===== src/rtl/vga_frame_read_ctrl.sv =====
// vga_frame_read_ctrl: gates FIFO pops to a display window, aligns camera frames to VGA frames,
// expands RGB565 to RGB888 (or luma when VGA_FRC_GRAY_EN is defined) and tracks underruns. Rev 1.0
`default_nettype none

module vga_frame_read_ctrl #(
  parameter int WIN_X0         = 0,
  parameter int WIN_W          = 160,
  parameter int WIN_H          = 120,
  parameter int STARTUP_FRAMES = 1
) (
  input  logic        clk,
  input  logic        rst_n,
  input  logic [11:0] pixel_x,
  input  logic [11:0] pixel_y,
  input  logic        empty_fifo,
  input  logic [15:0] din,
  output logic        rd_en,
  output logic [7:0]  vga_out_r,
  output logic [7:0]  vga_out_g,
  output logic [7:0]  vga_out_b,
  output logic        pix_valid,
  output logic        underrun,
  output logic [15:0] underrun_cnt,
  output logic [15:0] frame_cnt
);

  localparam logic [11:0] c_x0    = 12'(WIN_X0);
  localparam logic [11:0] c_w     = 12'(WIN_W);
  localparam logic [11:0] c_h     = 12'(WIN_H);
  localparam logic [11:0] c_xlast = 12'(WIN_X0 + WIN_W - 1);
  localparam logic [11:0] c_ylast = 12'(WIN_H - 1);
  localparam logic [7:0]  c_sf    = 8'(STARTUP_FRAMES);

  typedef enum logic [1:0] {
    ST_STARTUP = 2'd0,
    ST_ARMED   = 2'd1,
    ST_DISPLAY = 2'd2
  } state_t;

  state_t      state_q;
  logic [7:0]  startup_cnt_q;
  logic [7:0]  r_q, g_q, b_q;
  logic        pix_valid_q;
  logic        underrun_q;
  logic [15:0] underrun_cnt_q;
  logic [15:0] frame_cnt_q;

  // Offset compare: columns left of the window wrap to a large value and fall out of range.
  logic [11:0] w_dx;
  logic        w_in_win;
  logic        w_win_start;
  logic        w_win_end;
  logic        w_tick;
  logic [7:0]  w_startup_nxt;

  assign w_dx          = pixel_x - c_x0;
  assign w_in_win      = (w_dx < c_w) && (pixel_y < c_h);
  assign w_win_start   = (pixel_x == c_x0) && (pixel_y == 12'd0);
  assign w_win_end     = (pixel_x == c_xlast) && (pixel_y == c_ylast);
  assign w_tick        = (pixel_x == 12'd0) && (pixel_y == 12'd0);
  assign w_startup_nxt = startup_cnt_q + 8'd1;

  always_comb begin
    rd_en = 1'b0;
    case (state_q)
      ST_ARMED:   rd_en = w_win_start & ~empty_fifo;
      ST_DISPLAY: rd_en = w_in_win & ~empty_fifo;
      default:    rd_en = 1'b0;
    endcase
  end

  logic [7:0] w_r8, w_g8, w_b8;
  logic [7:0] w_out_r, w_out_g, w_out_b;

  assign w_r8 = {din[15:11], din[15:13]};
  assign w_g8 = {din[10:5], din[10:9]};
  assign w_b8 = {din[4:0], din[4:2]};

`ifdef VGA_FRC_GRAY_EN
  // Weights sum to 256, so the 16-bit sum peaks at 255*256 and never overflows.
  logic [15:0] w_luma_sum;
  assign w_luma_sum = 16'd77 * {8'd0, w_r8} + 16'd150 * {8'd0, w_g8} + 16'd29 * {8'd0, w_b8};
  assign w_out_r    = w_luma_sum[15:8];
  assign w_out_g    = w_luma_sum[15:8];
  assign w_out_b    = w_luma_sum[15:8];
`else
  assign w_out_r = w_r8;
  assign w_out_g = w_g8;
  assign w_out_b = w_b8;
`endif

  always_ff @(posedge clk or negedge rst_n) begin
    if (!rst_n) begin
      state_q        <= ST_STARTUP;
      startup_cnt_q  <= 8'd0;
      r_q            <= 8'd0;
      g_q            <= 8'd0;
      b_q            <= 8'd0;
      pix_valid_q    <= 1'b0;
      underrun_q     <= 1'b0;
      underrun_cnt_q <= 16'd0;
      frame_cnt_q    <= 16'd0;
    end else begin
      pix_valid_q <= rd_en;
      r_q         <= rd_en ? w_out_r : 8'd0;
      g_q         <= rd_en ? w_out_g : 8'd0;
      b_q         <= rd_en ? w_out_b : 8'd0;

      case (state_q)
        ST_STARTUP: begin
          if (w_tick) begin
            startup_cnt_q <= w_startup_nxt;
            if (w_startup_nxt == c_sf) state_q <= ST_ARMED;
          end
        end
        ST_ARMED: begin
          if (w_win_start && !empty_fifo) begin
            state_q    <= ST_DISPLAY;
            underrun_q <= 1'b0;
          end
        end
        ST_DISPLAY: begin
          if (w_in_win && empty_fifo) begin
            underrun_q <= 1'b1;
            if (underrun_cnt_q != 16'hFFFF) underrun_cnt_q <= underrun_cnt_q + 16'd1;
          end
          if (w_win_end) begin
            state_q     <= ST_ARMED;
            frame_cnt_q <= frame_cnt_q + 16'd1;
          end
        end
        default: begin
          state_q       <= ST_STARTUP;
          startup_cnt_q <= 8'd0;
        end
      endcase
    end
  end

  assign vga_out_r    = r_q;
  assign vga_out_g    = g_q;
  assign vga_out_b    = b_q;
  assign pix_valid    = pix_valid_q;
  assign underrun     = underrun_q;
  assign underrun_cnt = underrun_cnt_q;
  assign frame_cnt    = frame_cnt_q;

endmodule

`default_nettype wire


===== config.mk =====
export PLATFORM = sky130hd
export DESIGN_NAME = vga_frame_read_ctrl
export DESIGN_NICKNAME = d
export VERILOG_FILES = /design/src/rtl/vga_frame_read_ctrl.sv
export SDC_FILE = /design/constraint.sdc
export NUM_CORES = 1
export LEC_CHECK = 0
export ABC_AREA = 1
export BUFFER_PORTS_ARGS = -buffer_cell sky130_fd_sc_hd__buf_2
export CAP_MARGIN = 25
export CORE_UTILIZATION = 35
export DETAILED_ROUTE_END_ITERATION = 16
export MAX_ROUTING_LAYER = met4
export SLEW_MARGIN = 20
export SYNTH_ARGS = -nofsm -noshare
export SYNTH_HDL_FRONTEND = slang
export SYNTH_SLANG_ARGS = --single-unit

===== constraint.sdc =====
create_clock -name clk -period 2.6 [get_ports clk]
set_clock_uncertainty 0.1 [all_clocks]
set_input_delay 0.52 -clock clk [delete_from_list [all_inputs] [get_ports clk]]
set_output_delay 0.52 -clock clk [all_outputs]
set_load 0.005 [all_outputs]

==> impl_metrics.tcl, run 1 <==
set metrics [dict create \
    ant_nets 0 \
    startpoint_type "register" \
    hold_viol 0 \
    drtIter0Drc 115 \
    ys_ff_latch 60 \
    area_delta_synth_final_pct 23.9 \
    hold_path_class "in2async" \
    cellPowerDensity_nw_per_um2 580 \
    syn-num-nets 458 \
    synth.largest_area_cell "dfrtp_1" \
    cp_max_fo 7 \
    synth_top_area_share_pct 45.4 \
    rsz0062_at_grt "no" \
    ctsHtreeMaxLevel 3 \
    clk_latency_ps 330 \
    num_io_pins 102 \
    ir_drop_mv 0.259 \
    wl_mm 7.44 \
    crit_path_top_delay_cell "dfrtp_1" \
    path_delay_family "buffers and inverters" \
    crit_chain "inv_1 -> ha_1 -> inv_1 -> nand2_1 -> nand4_2 -> inv_1 -> buf_2" \
    cts.clk_slew.worst_paths_ps 70 \
    critPathArrivalTime_ps 1700 \
    path_class "reg2out" \
    layout-drive-gt1-share_pct 27.2 \
    detailed_place_hpwl_mm 5.71 \
    fillers 929 \
    worst-path-buf-inv 4 \
    worstPathRequired_ps 1980 \
    synth_edf_count 0 \
    max_cap_viol_count 0 \
    yosysMostFrequentCell "nand2_1" \
    clockBufferDepth 2 \
    synth_top_cells_by_count "nand2_1, dfrtp_1, inv_1, nor2_1, nand3_1" \
    die_w_um 99.2 \
    rows 35 \
    worst_pin_slew_ps 537 \
    async_flop_share_pct 100 \
    gp_congestion 0.845 \
    drc 0 \
    finalPower_uw 2380 \
    viasPerCell 4.66 \
    cts_tree "built" \
    grt_antenna_before_repair 0 \
    setup_viol 0 \
    cts_setup_buffers 0 \
    slowest_delay_ps 410 \
    outcome "complete, no violations" \
    period_needed_ps 2320 \
    netlist_instances 408 \
    clockRootBuffer "clkbuf_8" \
    syn_avg_cell_area_um2 8.11 \
    grt_max_degree 25 \
    grt_pass1_vias 2781 \
    dieArea_um2 9850 \
    synth_area_leaders "dfrtp_1, nand2_1, inv_1" \
    core_area_um2 9200 \
    postCtsResizedCells 0 \
    fin_nets 560 \
    leakage_uw 0.00221 \
    gr-total-overflow 0 \
    cp_common_cell "inv_1" \
    synth_cell_types 30 \
    cts_sinks 60 \
    antennaDiodeCount 0 \
    grt_use_total_pct 16.6 \
    fin_setup_tns_ps 0 \
    port_buffers 101 \
    cts_made_buffers 9 \
    wl_per_cell_um 11.9 \
    slew-limit-headroom_pct 64.2 \
    grt_pass1_wl_mm 12.7 \
    die_y_um 99.2 \
    cp-end-kind "output port" \
    initial_utilization_pct 36.0 \
    finalMaxSlewViolations 0 \
    post-route-period-util_pct 89.3 \
    cts_hold_buf 0 \
    fmax_mhz 431 \
    netlist_area_um2 3310 \
    synth_flop_cell "dfrtp_1" \
    num_vias 2917 \
    ys.warnings.count 0 \
    drt_pass1_iterations 4 \
    yosysSeqAreaShare_pct 45.4 \
]
where the power goes:
part,switching (uW),internal [uW],total (uW)
Combinational,288,150,438
Clock,368,566,933
Sequential,29.9,978,1010
Total,686,1690,2380
layer usage:
layer / track usage [%] / up-vias / share of wire, % / routed length, um
met2: 27.1 / 66 / 49 / 3640
met5: - / - / 0 / 0
met1: 20.6 / 1358 / 46 / 3400
met4: 5.32 / 0 / 1.7 / 126
met3: 3.37 / 11 / 3.7 / 272
li1: - / 1482 / - / -
metrics by stage:
step	util, %	std cells	cell area (um^2)	setup slack (ps)	hold WS (ps)
2_1_floorplan	-	408	3310	443	124
3_3_place_gp	42.2	610	3880	351	392
3_5_place_dp	42.2	610	3880	326	403
4_1_cts	44.6	626	4100	251	71.7
5_1_grt	44.6	626	4100	121	95.4
6_report	44.6	626	4100	278	64.2
final timing paths:
check	startpoint	endpoint	slack, ps	cells after the start
setup / recovery	state_q[0]$_DFFE_PN0P_	rd_en	280	7
hold / removal	rst_n	underrun_cnt[15]$_DFFE_PN0P_	60	1
setup reg to reg	underrun_cnt[0]$_DFFE_PN0P_	underrun_cnt[13]$_DFFE_PN0P_	640	8
hold reg to reg	frame_cnt[6]$_DFFE_PN0P_	frame_cnt[6]$_DFFE_PN0P_	420	1
max in group asynchronous	rst_n	startup_cnt_q[0]$_DFFE_PN0P_	1610	2
min in group clk	din[2]	vga_out_b[5]$_DFF_PN0_	290	3
layout by cell type, fill, tap and decap left out, types with 3 or more instances in the layout:
cell type / instances
nand4_1: 13
dfrtp_1: 60
clkbuf_8: 10
nand2_2: 5
buf_2: 101
buf_4: 3
ha_1: 7
nand2_4: 3
o21ai_0: 21
nor2_2: 5
xor2_2: 3
nor3_1: 15
inv_1: 58
xnor2_1: 10
nand3_1: 28
xor2_1: 16
nor2_1: 58
nand2_1: 79
registers in the layout, indices dropped and copies added (netlist names):
name / cells
vga_out_g: 6
frame_cnt: 16
underrun: 1
state_q: 2
underrun_cnt: 16
vga_out_b: 5
pix_valid: 1
startup_cnt_q: 8
vga_out_r: 5
cell type report:
type	instances	area [um^2]	share of cell area, %
clock buffers	12	145	3.54
clock inverters	4	72.6	1.77
inverters	59	221	5.40
multi-input cells	276	1490	36.4
flip-flops and latches	60	1500	36.6
well taps	111	139	3.39
repair buffers	104	528	12.9
cells by family (layout without fill, tap and decap cells):
logic type                 Yosys count  after routing  synth area share [%]
buffers and inverters               72            179                  9.53
xor gates and xnor gates            29             29                  8.36
and+or+nand+nor                    216            216                  30.2
DFF                                 60             60                  45.4
AOI/OAI and AO/OA                   24             24                  3.89
adders and majority gates            7              7                  2.65
Power figures use the tool's default switching activity.
==> run 2, diff against run 1 <==
CTS_BUF_LIST = sky130_fd_sc_hd__clkbuf_8 sky130_fd_sc_hd__clkbuf_16   (was not set)
==> run 2 against run 1 <==
  * Utilization stayed put
  * Global-route usage stayed put
  * Non-clock buffer count stayed put
  * Cell count stayed put
  * Die area stayed put
  * Hold slack worse by 0.90 ps
  * Design area stayed put
  * Via count hardly changed
  * Flip-flop and latch count stayed put
  * Critical endpoint unchanged
  * Largest cell class unchanged
==> impl_metrics.tcl, run 2 (synthesis gave the netlist of run 1 again) <==
set metrics [dict create \
    startpoint_type "register" \
    gp_congestion 0.845 \
    fin_setup_tns_ps 0 \
    cp-end-kind "output port" \
    grt_pass1_wl_mm 12.7 \
    path_class "reg2out" \
    hold_path_class "in2async" \
    grt_antenna_before_repair 0 \
    cts_tree "built" \
    drtIter0Drc 118 \
    ctsHtreeMaxLevel 3 \
    cts.clk_slew.worst_paths_ps 70 \
    finalPower_uw 2370 \
    worstReg2RegEnd "underrun_cnt[13]$_DFFE_PN0P_" \
    leakage_uw 0.00222 \
    period_needed_ps 2320 \
    fmax_mhz 431 \
    fillers 929 \
    hold_viol 0 \
    outcome "complete, no violations" \
    num_vias 2915 \
    cts_setup_buffers 0 \
    rows 35 \
    rsz0062_at_grt "no" \
    drt_pass1_iterations 4 \
    dieArea_um2 9850 \
    initial_utilization_pct 36.0 \
    core_area_um2 9200 \
    layout-drive-gt1-share_pct 27.2 \
    clockRootBuffer "clkbuf_8" \
    reg2reg_depth 8 \
    worstPathRequired_ps 1980 \
    rr_startpoint "underrun_cnt[0]$_DFFE_PN0P_" \
    r2r_slack_ps 640 \
    pwr-share-comb_pct 18.4 \
    detailed_place_hpwl_mm 5.71 \
    drc 0 \
    die_y_um 99.2 \
    post-route-period-util_pct 89.3 \
    cellPowerDensity_nw_per_um2 578 \
    wl_per_cell_um 11.9 \
    switching_share_pct 28.9 \
    cellInternalPower_uw 1690 \
    fin_nets 560 \
    viasPerCell 4.66 \
    finalMaxSlewViolations 0 \
    setup_viol 0 \
    wl_mm 7.43 \
    power.switching_uw 686 \
    num_io_pins 102 \
    antennaDiodeCount 0 \
    ant_nets 0 \
    clkPwrFrac_pct 39.0 \
    max_cap_viol_count 0 \
    worst_pin_slew_ps 537 \
    area_delta_synth_final_pct 23.9 \
    clockBufferDepth 2 \
    slew-limit-headroom_pct 64.2 \
    cts_hold_buf 0 \
    cts_sinks 60 \
    ir_drop_mv 0.258 \
    die_w_um 99.2 \
    port_buffers 101 \
    layout_common_cells "buf_2, nand2_1, inv_1, dfrtp_1, nor2_1" \
    critPathArrivalTime_ps 1700 \
    grt_use_total_pct 16.6 \
    cp_max_fo 7 \
    gr-total-overflow 0 \
    postCtsResizedCells 0 \
    layout.cells.most_common "buf_2" \
    clk_latency_ps 330 \
    grt_pass1_vias 2781 \
    grt_max_degree 25 \
    cts_made_buffers 9 \
    p_seq_share_pct 42.5 \
]
==> run 2: cell count changes in the layout (fill, tap and decap cells not counted), sizes merged <==
cell / previous run / this run
inv: 59 / 61
clkbuf: 12 / 10
==> run 2: layout make-up <==
| cell class | count | area, um^2 | area share (%) |
|---|---|---|---|
| Clock buffer | 10 | 138 | 3.36 |
| Multi-Input combinational cell | 276 | 1490 | 36.4 |
| Sequential cell | 60 | 1500 | 36.6 |
| Inverter | 59 | 221 | 5.40 |
| Timing Repair Buffer | 104 | 528 | 12.9 |
| Tap cell | 111 | 139 | 3.39 |
| Clock inverter | 6 | 80.1 | 1.95 |
==> run 2: power by group through the flow <==
stage	logic (uW)	registers, uW	clock network, uW
floorplan	309	1020	0
global placement	438	1020	0
detailed placement	442	1030	0
CTS	446	1010	956
global route	505	1010	992
finish	437	1010	926
==> run 2: how the worst max path moves through the flow <==
stage / start / to / slack, ps / depth (start not counted)
floorplan: pixel_y[9] / rd_en / 440 / 8
global placement: pixel_y[9] / rd_en / 350 / 9
detailed placement: pixel_y[11] / rd_en / 330 / 9
CTS: state_q[0]$_DFFE_PN0P_ / rd_en / 250 / 7
global route: pixel_y[11] / rd_en / 120 / 9
finish: state_q[0]$_DFFE_PN0P_ / rd_en / 280 / 7
==> run 2: layer usage <==
metal,up-vias,wire (um),global-route usage (%)
met5,-,0,-
met3,11,262,3.37
met2,66,3630,27.1
met1,1356,3410,20.6
met4,0,126,5.32
li1,1482,-,-
==> run 2: per-stage QoR <==
stage | util, % | instances | setup WS (ps) | cell area, um^2 | hold WS, ps
floorplan | - | 408 | 443 | 3310 | 124
finish | 44.6 | 626 | 277 | 4100 | 63.3
global placement | 42.2 | 610 | 351 | 3880 | 392
detailed placement | 42.2 | 610 | 326 | 3880 | 403
CTS | 44.6 | 626 | 251 | 4100 | 71.3
global route | 44.6 | 626 | 121 | 4100 | 95.2
==> run 2: worst max-delay path, stage by stage (launching register included) <==
cell and delay, ps:
dfrtp_1 410, inv_1 100, ha_1 310, inv_1 130, nand2_1 100, nand4_2 120
inv_1 100, buf_2 110
